<file path="src/rtl/matmul_sequencer_if.sv">
`default_nettype none
// ============================================================================
//  Module   : matmul_sequencer_if
//  Brief    : Command handshake and dispatcher control bundle for the
//             matmul sequencer. The sequencer uses the slave side; the
//             command front end and dispatcher/array pair use the master side.
//  Revision : 1.0 - initial release
// ============================================================================
interface matmul_sequencer_if #(
    parameter int CNT_W = 6,
    parameter int TAG_W = 4
);
    logic             req_valid;
    logic             req_ready;
    logic             req_accumulate;
    logic [TAG_W-1:0] req_tag;
    logic             dis_load;
    logic [CNT_W-1:0] dis_count;
    logic             dis_should_add;
    logic             dis_stall;
    logic             busy;
    logic             done;
    logic [TAG_W-1:0] done_tag;

    modport master (
        output req_valid, req_accumulate, req_tag, dis_stall,
        input  req_ready, dis_load, dis_count, dis_should_add, busy, done, done_tag
    );

    modport slave (
        input  req_valid, req_accumulate, req_tag, dis_stall,
        output req_ready, dis_load, dis_count, dis_should_add, busy, done, done_tag
    );
endinterface
`default_nettype wire

</file>
<file path="src/rtl/matmul_sequencer.sv">
`default_nettype none
// ============================================================================
//  Module   : matmul_sequencer
//  Brief    : Single-job controller for the 4x4 skewed-feed dispatcher. Takes
//             one job per handshake, strobes the operand load, steps the
//             dispatcher through the feed-plus-drain window, then reports
//             completion with the job tag.
//  Options  : MATSEQ_PERF_EN - adds perf_jobs / perf_stalls counters.
//  Revision : 1.0 - initial release
// ============================================================================
module matmul_sequencer #(
    parameter int DIM   = 4,
    parameter int DRAIN = 4,
    parameter int CNT_W = 6,
    parameter int TAG_W = 4
) (
    input  wire logic         clk,
    input  wire logic         rst,
    matmul_sequencer_if.slave bus
`ifdef MATSEQ_PERF_EN
    ,
    output logic [15:0]       perf_jobs,
    output logic [15:0]       perf_stalls
`endif
);

    // Final step index: feed window of 2*DIM-1 counts plus the drain steps.
    localparam int             c_LAST_INT = 2*DIM - 2 + DRAIN;
    localparam logic [CNT_W-1:0] c_LAST   = CNT_W'(c_LAST_INT);

    localparam logic [1:0] c_IDLE   = 2'd0;
    localparam logic [1:0] c_LOAD   = 2'd1;
    localparam logic [1:0] c_STREAM = 2'd2;
    localparam logic [1:0] c_DONE   = 2'd3;

    generate
        if ((2**CNT_W) < (2*DIM - 1 + DRAIN)) begin : g_cnt_w_check
            $error("matmul_sequencer: CNT_W too narrow for the feed-plus-drain window");
        end
    endgenerate

    logic [1:0]       r_state;
    logic [1:0]       w_state_nxt;
    logic [CNT_W-1:0] r_count;
    logic             r_acc;
    logic [TAG_W-1:0] r_tag;
    logic             w_accept;

    assign w_accept = (r_state == c_IDLE) && bus.req_valid;

    // State register.
    always_ff @(posedge clk or posedge rst) begin
        if (rst) begin
            r_state <= c_IDLE;
        end else begin
            r_state <= w_state_nxt;
        end
    end

    // Next-state decode; stall only matters while streaming.
    always_comb begin
        w_state_nxt = r_state;
        case (r_state)
            c_IDLE:   if (bus.req_valid) w_state_nxt = c_LOAD;
            c_LOAD:   w_state_nxt = c_STREAM;
            c_STREAM: if (!bus.dis_stall && (r_count == c_LAST)) w_state_nxt = c_DONE;
            c_DONE:   w_state_nxt = c_IDLE;
            default:  w_state_nxt = c_IDLE;
        endcase
    end

    // Step counter: advances on unstalled STREAM cycles, zero elsewhere.
    always_ff @(posedge clk or posedge rst) begin
        if (rst) begin
            r_count <= '0;
        end else if (r_state == c_STREAM) begin
            if (!bus.dis_stall) begin
                r_count <= (r_count == c_LAST) ? '0 : r_count + CNT_W'(1);
            end
        end else begin
            r_count <= '0;
        end
    end

    // Job attributes captured at accept so later input changes cannot leak in.
    always_ff @(posedge clk or posedge rst) begin
        if (rst) begin
            r_acc <= 1'b0;
            r_tag <= '0;
        end else if (w_accept) begin
            r_acc <= bus.req_accumulate;
            r_tag <= bus.req_tag;
        end
    end

    // Output decode; every output depends only on flops, never on inputs.
    always_comb begin
        bus.req_ready      = 1'b0;
        bus.dis_load       = 1'b0;
        bus.dis_count      = r_count;
        bus.dis_should_add = 1'b0;
        bus.busy           = 1'b0;
        bus.done           = 1'b0;
        bus.done_tag       = '0;
        case (r_state)
            c_IDLE: begin
                bus.req_ready = 1'b1;
            end
            c_LOAD: begin
                bus.dis_load = 1'b1;
                bus.busy     = 1'b1;
            end
            c_STREAM: begin
                bus.busy           = 1'b1;
                bus.dis_should_add = r_acc;
            end
            c_DONE: begin
                bus.done     = 1'b1;
                bus.done_tag = r_tag;
            end
            default: begin
                bus.req_ready = 1'b0;
            end
        endcase
    end

`ifdef MATSEQ_PERF_EN
    logic [15:0] r_perf_jobs;
    logic [15:0] r_perf_stalls;

    // Completed-job counter wraps; stall counter saturates.
    always_ff @(posedge clk or posedge rst) begin
        if (rst) begin
            r_perf_jobs   <= '0;
            r_perf_stalls <= '0;
        end else begin
            if (r_state == c_DONE) begin
                r_perf_jobs <= r_perf_jobs + 16'd1;
            end
            if ((r_state == c_STREAM) && bus.dis_stall && (r_perf_stalls != 16'hFFFF)) begin
                r_perf_stalls <= r_perf_stalls + 16'd1;
            end
        end
    end

    assign perf_jobs   = r_perf_jobs;
    assign perf_stalls = r_perf_stalls;
`endif

endmodule
`default_nettype wire

</file>
<file path="src/flat_wrapper.sv">
// flat-port wrapper written by rule: the top's interface ports become plain ports
module matmul_sequencer_flat 
#(
    parameter int DIM   = 4,
    parameter int DRAIN = 4,
    parameter int CNT_W = 6,
    parameter int TAG_W = 4
)
  (clk, rst, bus_req_valid, bus_req_accumulate, bus_req_tag, bus_dis_stall, bus_req_ready, bus_dis_load, bus_dis_count, bus_dis_should_add, bus_busy, bus_done, bus_done_tag);
  matmul_sequencer_if #(.CNT_W(CNT_W), .TAG_W(TAG_W)) bus_i ();
  input  wire logic clk;
  input  wire logic rst;
  input wire logic [$bits(bus_i.req_valid)-1:0] bus_req_valid;
  input wire logic [$bits(bus_i.req_accumulate)-1:0] bus_req_accumulate;
  input wire logic [$bits(bus_i.req_tag)-1:0] bus_req_tag;
  input wire logic [$bits(bus_i.dis_stall)-1:0] bus_dis_stall;
  output wire logic [$bits(bus_i.req_ready)-1:0] bus_req_ready;
  output wire logic [$bits(bus_i.dis_load)-1:0] bus_dis_load;
  output wire logic [$bits(bus_i.dis_count)-1:0] bus_dis_count;
  output wire logic [$bits(bus_i.dis_should_add)-1:0] bus_dis_should_add;
  output wire logic [$bits(bus_i.busy)-1:0] bus_busy;
  output wire logic [$bits(bus_i.done)-1:0] bus_done;
  output wire logic [$bits(bus_i.done_tag)-1:0] bus_done_tag;
  assign bus_i.req_valid = bus_req_valid;
  assign bus_i.req_accumulate = bus_req_accumulate;
  assign bus_i.req_tag = bus_req_tag;
  assign bus_i.dis_stall = bus_dis_stall;
  assign bus_req_ready = bus_i.req_ready;
  assign bus_dis_load = bus_i.dis_load;
  assign bus_dis_count = bus_i.dis_count;
  assign bus_dis_should_add = bus_i.dis_should_add;
  assign bus_busy = bus_i.busy;
  assign bus_done = bus_i.done;
  assign bus_done_tag = bus_i.done_tag;
  matmul_sequencer #(.DIM(DIM), .DRAIN(DRAIN), .CNT_W(CNT_W), .TAG_W(TAG_W)) u_core (.clk(clk), .rst(rst), .bus(bus_i));
endmodule
</file>
<file path="config.mk">
export PLATFORM = sky130hd
export DESIGN_NAME = matmul_sequencer_flat
export DESIGN_NICKNAME = d
export VERILOG_FILES = /design/src/rtl/matmul_sequencer_if.sv /design/src/rtl/matmul_sequencer.sv /design/src/flat_wrapper.sv
export SDC_FILE = /design/constraint.sdc
export NUM_CORES = 1
export LEC_CHECK = 0
export ABC_CLOCK_PERIOD_IN_PS = 2100
export BUFFER_PORTS_ARGS = -buffer_cell sky130_fd_sc_hd__clkbuf_2
export CAP_MARGIN = 5
export CORE_MARGIN = 3
export CORE_UTILIZATION = 47
export CTS_CLUSTER_DIAMETER = 100
export DETAILED_ROUTE_END_ITERATION = 8
export PLACE_DENSITY = 0.75
export SYNTH_ARGS = -nofsm -noshare
export SYNTH_HDL_FRONTEND = slang
export SYNTH_SLANG_ARGS = --single-unit
export TNS_END_PERCENT = 5
</file>
<file path="constraint.sdc">
create_clock -name clk -period 2.1 [get_ports clk]
set_clock_uncertainty 0.05 [all_clocks]
set_input_delay 0.42 -clock clk [delete_from_list [all_inputs] [get_ports clk]]
set_output_delay 0.42 -clock clk [all_outputs]
set_load 0.005 [all_outputs]
</file>
==> Implementation_results.wiki <==
{| class="wikitable"
! Metric !! Value
|-
| Ant. Diodes || 0
|-
| Detailed-router iteration count before antenna repair || 4
|-
| Remaining DRCs || 0
|-
| Effective utilization at floorplan || 0.525
|-
| Worst IR Drop VDD || 0.694 mV
|-
| Global routing usage summed across all routing layers || 0.154
|-
| Top Family by Delay on Critical Path || flip-flops
|-
| Maximum level of the CTS H-tree || 1
|-
| Final clock period utilization by the worst path || 0.900
|-
| Mapped Avg Cell Area || 11.0 um2
|-
| Flop and latch count out of synthesis || 13
|-
| Worst Path Required || roughly 1.6 ns
|-
| Gates resized, CTS repair || 0
|-
| First DRT Iteration DRCs || 7
|-
| Die Area || just over 2000 um2
|-
| Width of the die || 45.1 um
|-
| Worst-Margin Slew || 0.485 ns
|-
| Maximum number of pins on one net before global-route repair || 14
|-
| Syn_nets || 81
|-
| Sort of element at the start of the critical path || flip-flop
|-
| Antenna-violating nets left || 0
|-
| Reg2Reg Depth || 6
|-
| Final number of hold-violating endpoints || 0
|-
| Global routing usage on met3 || 0.0717
|-
| Number of hold buffers added after cts || 0
|-
| Average via count per standard cell || 5.12
|-
| Max Fanout on Critical Path || 8
|-
| GRT Max-Usage Layer || met2
|-
| Crit path buffers/inverters || 2
|-
| CP max stage delay || 0.41 ns
|-
| Clock tree from TritonCTS || yes
|-
| Fraction of final layout cells with drive strength greater than 1 || 0.391
|-
| Number of warning messages in the yosys log || 0
|-
| Critical register-to-register path startpoint || u_core.bus.dis_count[0]$_DFFE_PP0P_
|-
| Setup Total Neg Slack || 0 ns
|-
| Number of antenna violations at the first check in global routing || 0
|-
| Cells along the critical path || inv_1 -> ha_1 -> and2_1 -> clkbuf_2
|-
| Signal arrival time at the worst endpoint || roughly 1.4 ns
|-
| Synth Instances || 65
|-
| Via total after detailed routing || 548
|-
| Floorplan core area || 1370 um2
|-
| Deepest clock path buffer count || 2
|-
| Worst skew pair latency || 0.27 ns
|-
| Max cap viols || 0
|-
| Min cycle time layout || 1.89 ns
|-
| Design Power || 990 uW
|-
| TritonCTS Buffers || 3
|-
| Cell with the largest stage delay on the worst path || dfrtp_1
|-
| TritonCTS Sinks || 13
|-
| Number of endpoints failing setup at the final stage || 0
|-
| Power density normalized to cell area || 1130 nW/um2
|-
| Critical path class || reg -> out
|-
| Unique cell type count in the Yosys netlist || 21
|-
| Setup repair after global routing missed its margin || false
|-
| Post-detailed-placement cell area || approximately 850 um2
|-
| Max transition margin || 0.676
|-
| Met2 layer usage reported by global route || 0.226
|-
| Post-synthesis cell area || approximately 700 um2
|-
| Clock transition at the register clock pins on the worst setup and hold paths after CTS || 0.08 ns
|-
| Synthesis-to-layout area growth || 22.3%
|-
| Via count of the first global-routing pass || 484
|-
| Result of the run || completed
|-
| Drt wl/cell || 12.7 um
|-
| Reg2Reg Setup Slack || 0.42 ns
|-
| First-pass GRT wire length || 2210 um
|-
| Cell area after layout || between 800 and 900 um2
|-
| RD Place Congestion || 0.762
|-
| Hold Worst Slack || approximately 0.084 ns
|-
| Sequential fraction of the synthesis area || 0.454
|-
| Number of ports placed on the die boundary || 24
|-
| Die height || approximately 45 um
|-
| Met1 Resource Use GR || 0.205
|-
| Global route total overflow || 0
|-
| Port-buffer cells || 23
|-
| Final-layout fill cell count || 124
|-
| Number of slew-limit violations in the final report || 0
|-
| Post-CTS setup repair buffer count || 0
|-
| Element type at the critical path end || output port
|-
| Number of rows created at floorplan || 13
|-
| Fmax || between 0.5 and 0.6 GHz
|-
| Total routed wirelength || about 1400 um
|-
| Static Leak || 0.454 nW
|-
| HP Class || in -> async
|-
| Net count of the finished layout || approximately 110
|-
| Root buffer cell || clkbuf_4
|-
| Detail Placement HPWL || roughly 1100 um
|-
| Reg-to-reg critical path endpoint || u_core.r_state[1]$_DFFE_PP0P_
|}
==> worst max path at each step <==
stage                                        start                            end  slack (ns)  cells after the start
6_report             u_core.r_state[0]$_DFFE_PP0P_             bus_dis_should_add        0.21                      4
5_1_grt              u_core.r_state[0]$_DFFE_PP0P_             bus_dis_should_add        0.08                      4
4_1_cts              u_core.r_state[0]$_DFFE_PP0P_             bus_dis_should_add        0.19                      4
3_5_place_dp   u_core.bus.dis_count[0]$_DFFE_PP0P_  u_core.r_state[1]$_DFFE_PP0P_        0.44                      6
3_3_place_gp         u_core.r_state[0]$_DFFE_PP0P_             bus_dis_should_add        0.48                      4
2_1_floorplan  u_core.bus.dis_count[0]$_DFFE_PP0P_  u_core.r_state[1]$_DFFE_PP0P_        0.52                      6
==> layout by cell type (no fill, tap or decap), types with 2 or more instances in the layout <==
cell,n
nor2_1,4
clkbuf_4,3
mux2_2,5
and2_1,6
or3_1,2
nand2_1,6
clkbuf_2,23
xor2_1,2
dfrtp_1,13
nand4_1,2
ha_1,7
nand2b_1,2
inv_1,4
a21boi_0,3
==> cell families after synthesis <==
| kind of cell | synth area share |
|---|---|
| buf+inv | 0.0209 |
| fa+ha+maj | 0.122 |
| compound gates | 0.0768 |
| mux | 0.0995 |
| xor+xnor | 0.0244 |
| flops | 0.454 |
| simple gates | 0.202 |
==> power breakdown <==
part	switching, mW	total [mW]	internal [mW]
combinational	0.206	0.448	0.242
sequential	0.0575	0.389	0.331
clock	0.0795	0.153	0.0736
total	0.343	0.990	0.647
==> state kept, by name, indices dropped and copies added, names as in the netlist <==
signal / cells
u_core.bus.dis_count: 6
u_core.r_tag: 4
u_core.r_state: 2
u_core.r_acc: 1
==> final cells by class <==
| class | instances | area (um2) | share of cell area |
|---|---|---|---|
| multi-input cells | 48 | 377 | 0.429 |
| flip-flops and latches | 13 | 325 | 0.371 |
| repair buffers | 23 | 115 | 0.131 |
| clock buffers | 4 | 26.3 | 0.0300 |
| well taps | 15 | 18.8 | 0.0214 |
| inverters | 4 | 15.0 | 0.0171 |
==> routing by layer <==
layer | part of all wire | vias to the layer above
li1 | - | 275
met1 | 0.45 | 255
met2 | 0.48 | 18
met3 | 0.062 | 0
met4 | 0 | 0
met5 | 0 | -
==> worst reg2reg max path, delay by kind of cell, from the launching register on <==
| family | cells | cell delay [ns] |
|---|---|---|
| adders and majority gates | 1 | 0.14 |
| buffers and inverters | 1 | 0.09 |
| and+or+nand+nor | 2 | 0.24 |
| muxes | 1 | 0.30 |
| DFF | 1 | 0.44 |
| AOI/OAI and AO/OA | 1 | 0.31 |
==> stage by stage <==
step	setup WS, ns	utilization	std cells
2_1_floorplan	0.523	-	65
3_3_place_gp	0.483	0.623	103
3_5_place_dp	0.436	0.623	103
4_1_cts	0.191	0.642	107
5_1_grt	0.0826	0.642	107
6_report	0.210	0.642	107
==> cell usage after synthesis <==
library cell | number | area share
o21ai_0 | 1 | 0.0070
or3_2 | 1 | 0.010
a22oi_1 | 1 | 0.010
nand2b_1 | 2 | 0.017
inv_1 | 4 | 0.021
ha_1 | 7 | 0.12
o31ai_1 | 1 | 0.010
mux2_4 | 1 | 0.021
nand2_2 | 1 | 0.0087
o31ai_2 | 1 | 0.017
and2_1 | 6 | 0.052
nor2_1 | 4 | 0.021
or3_1 | 2 | 0.017
nand4_1 | 2 | 0.017
and3_2 | 1 | 0.010
a21boi_0 | 3 | 0.031
dfrtp_1 | 13 | 0.45
mux2_2 | 5 | 0.079
xor2_1 | 2 | 0.024
nand2_1 | 6 | 0.031
nand4bb_1 | 1 | 0.016
No activity file was read; power rests on OpenSTA's default activity.
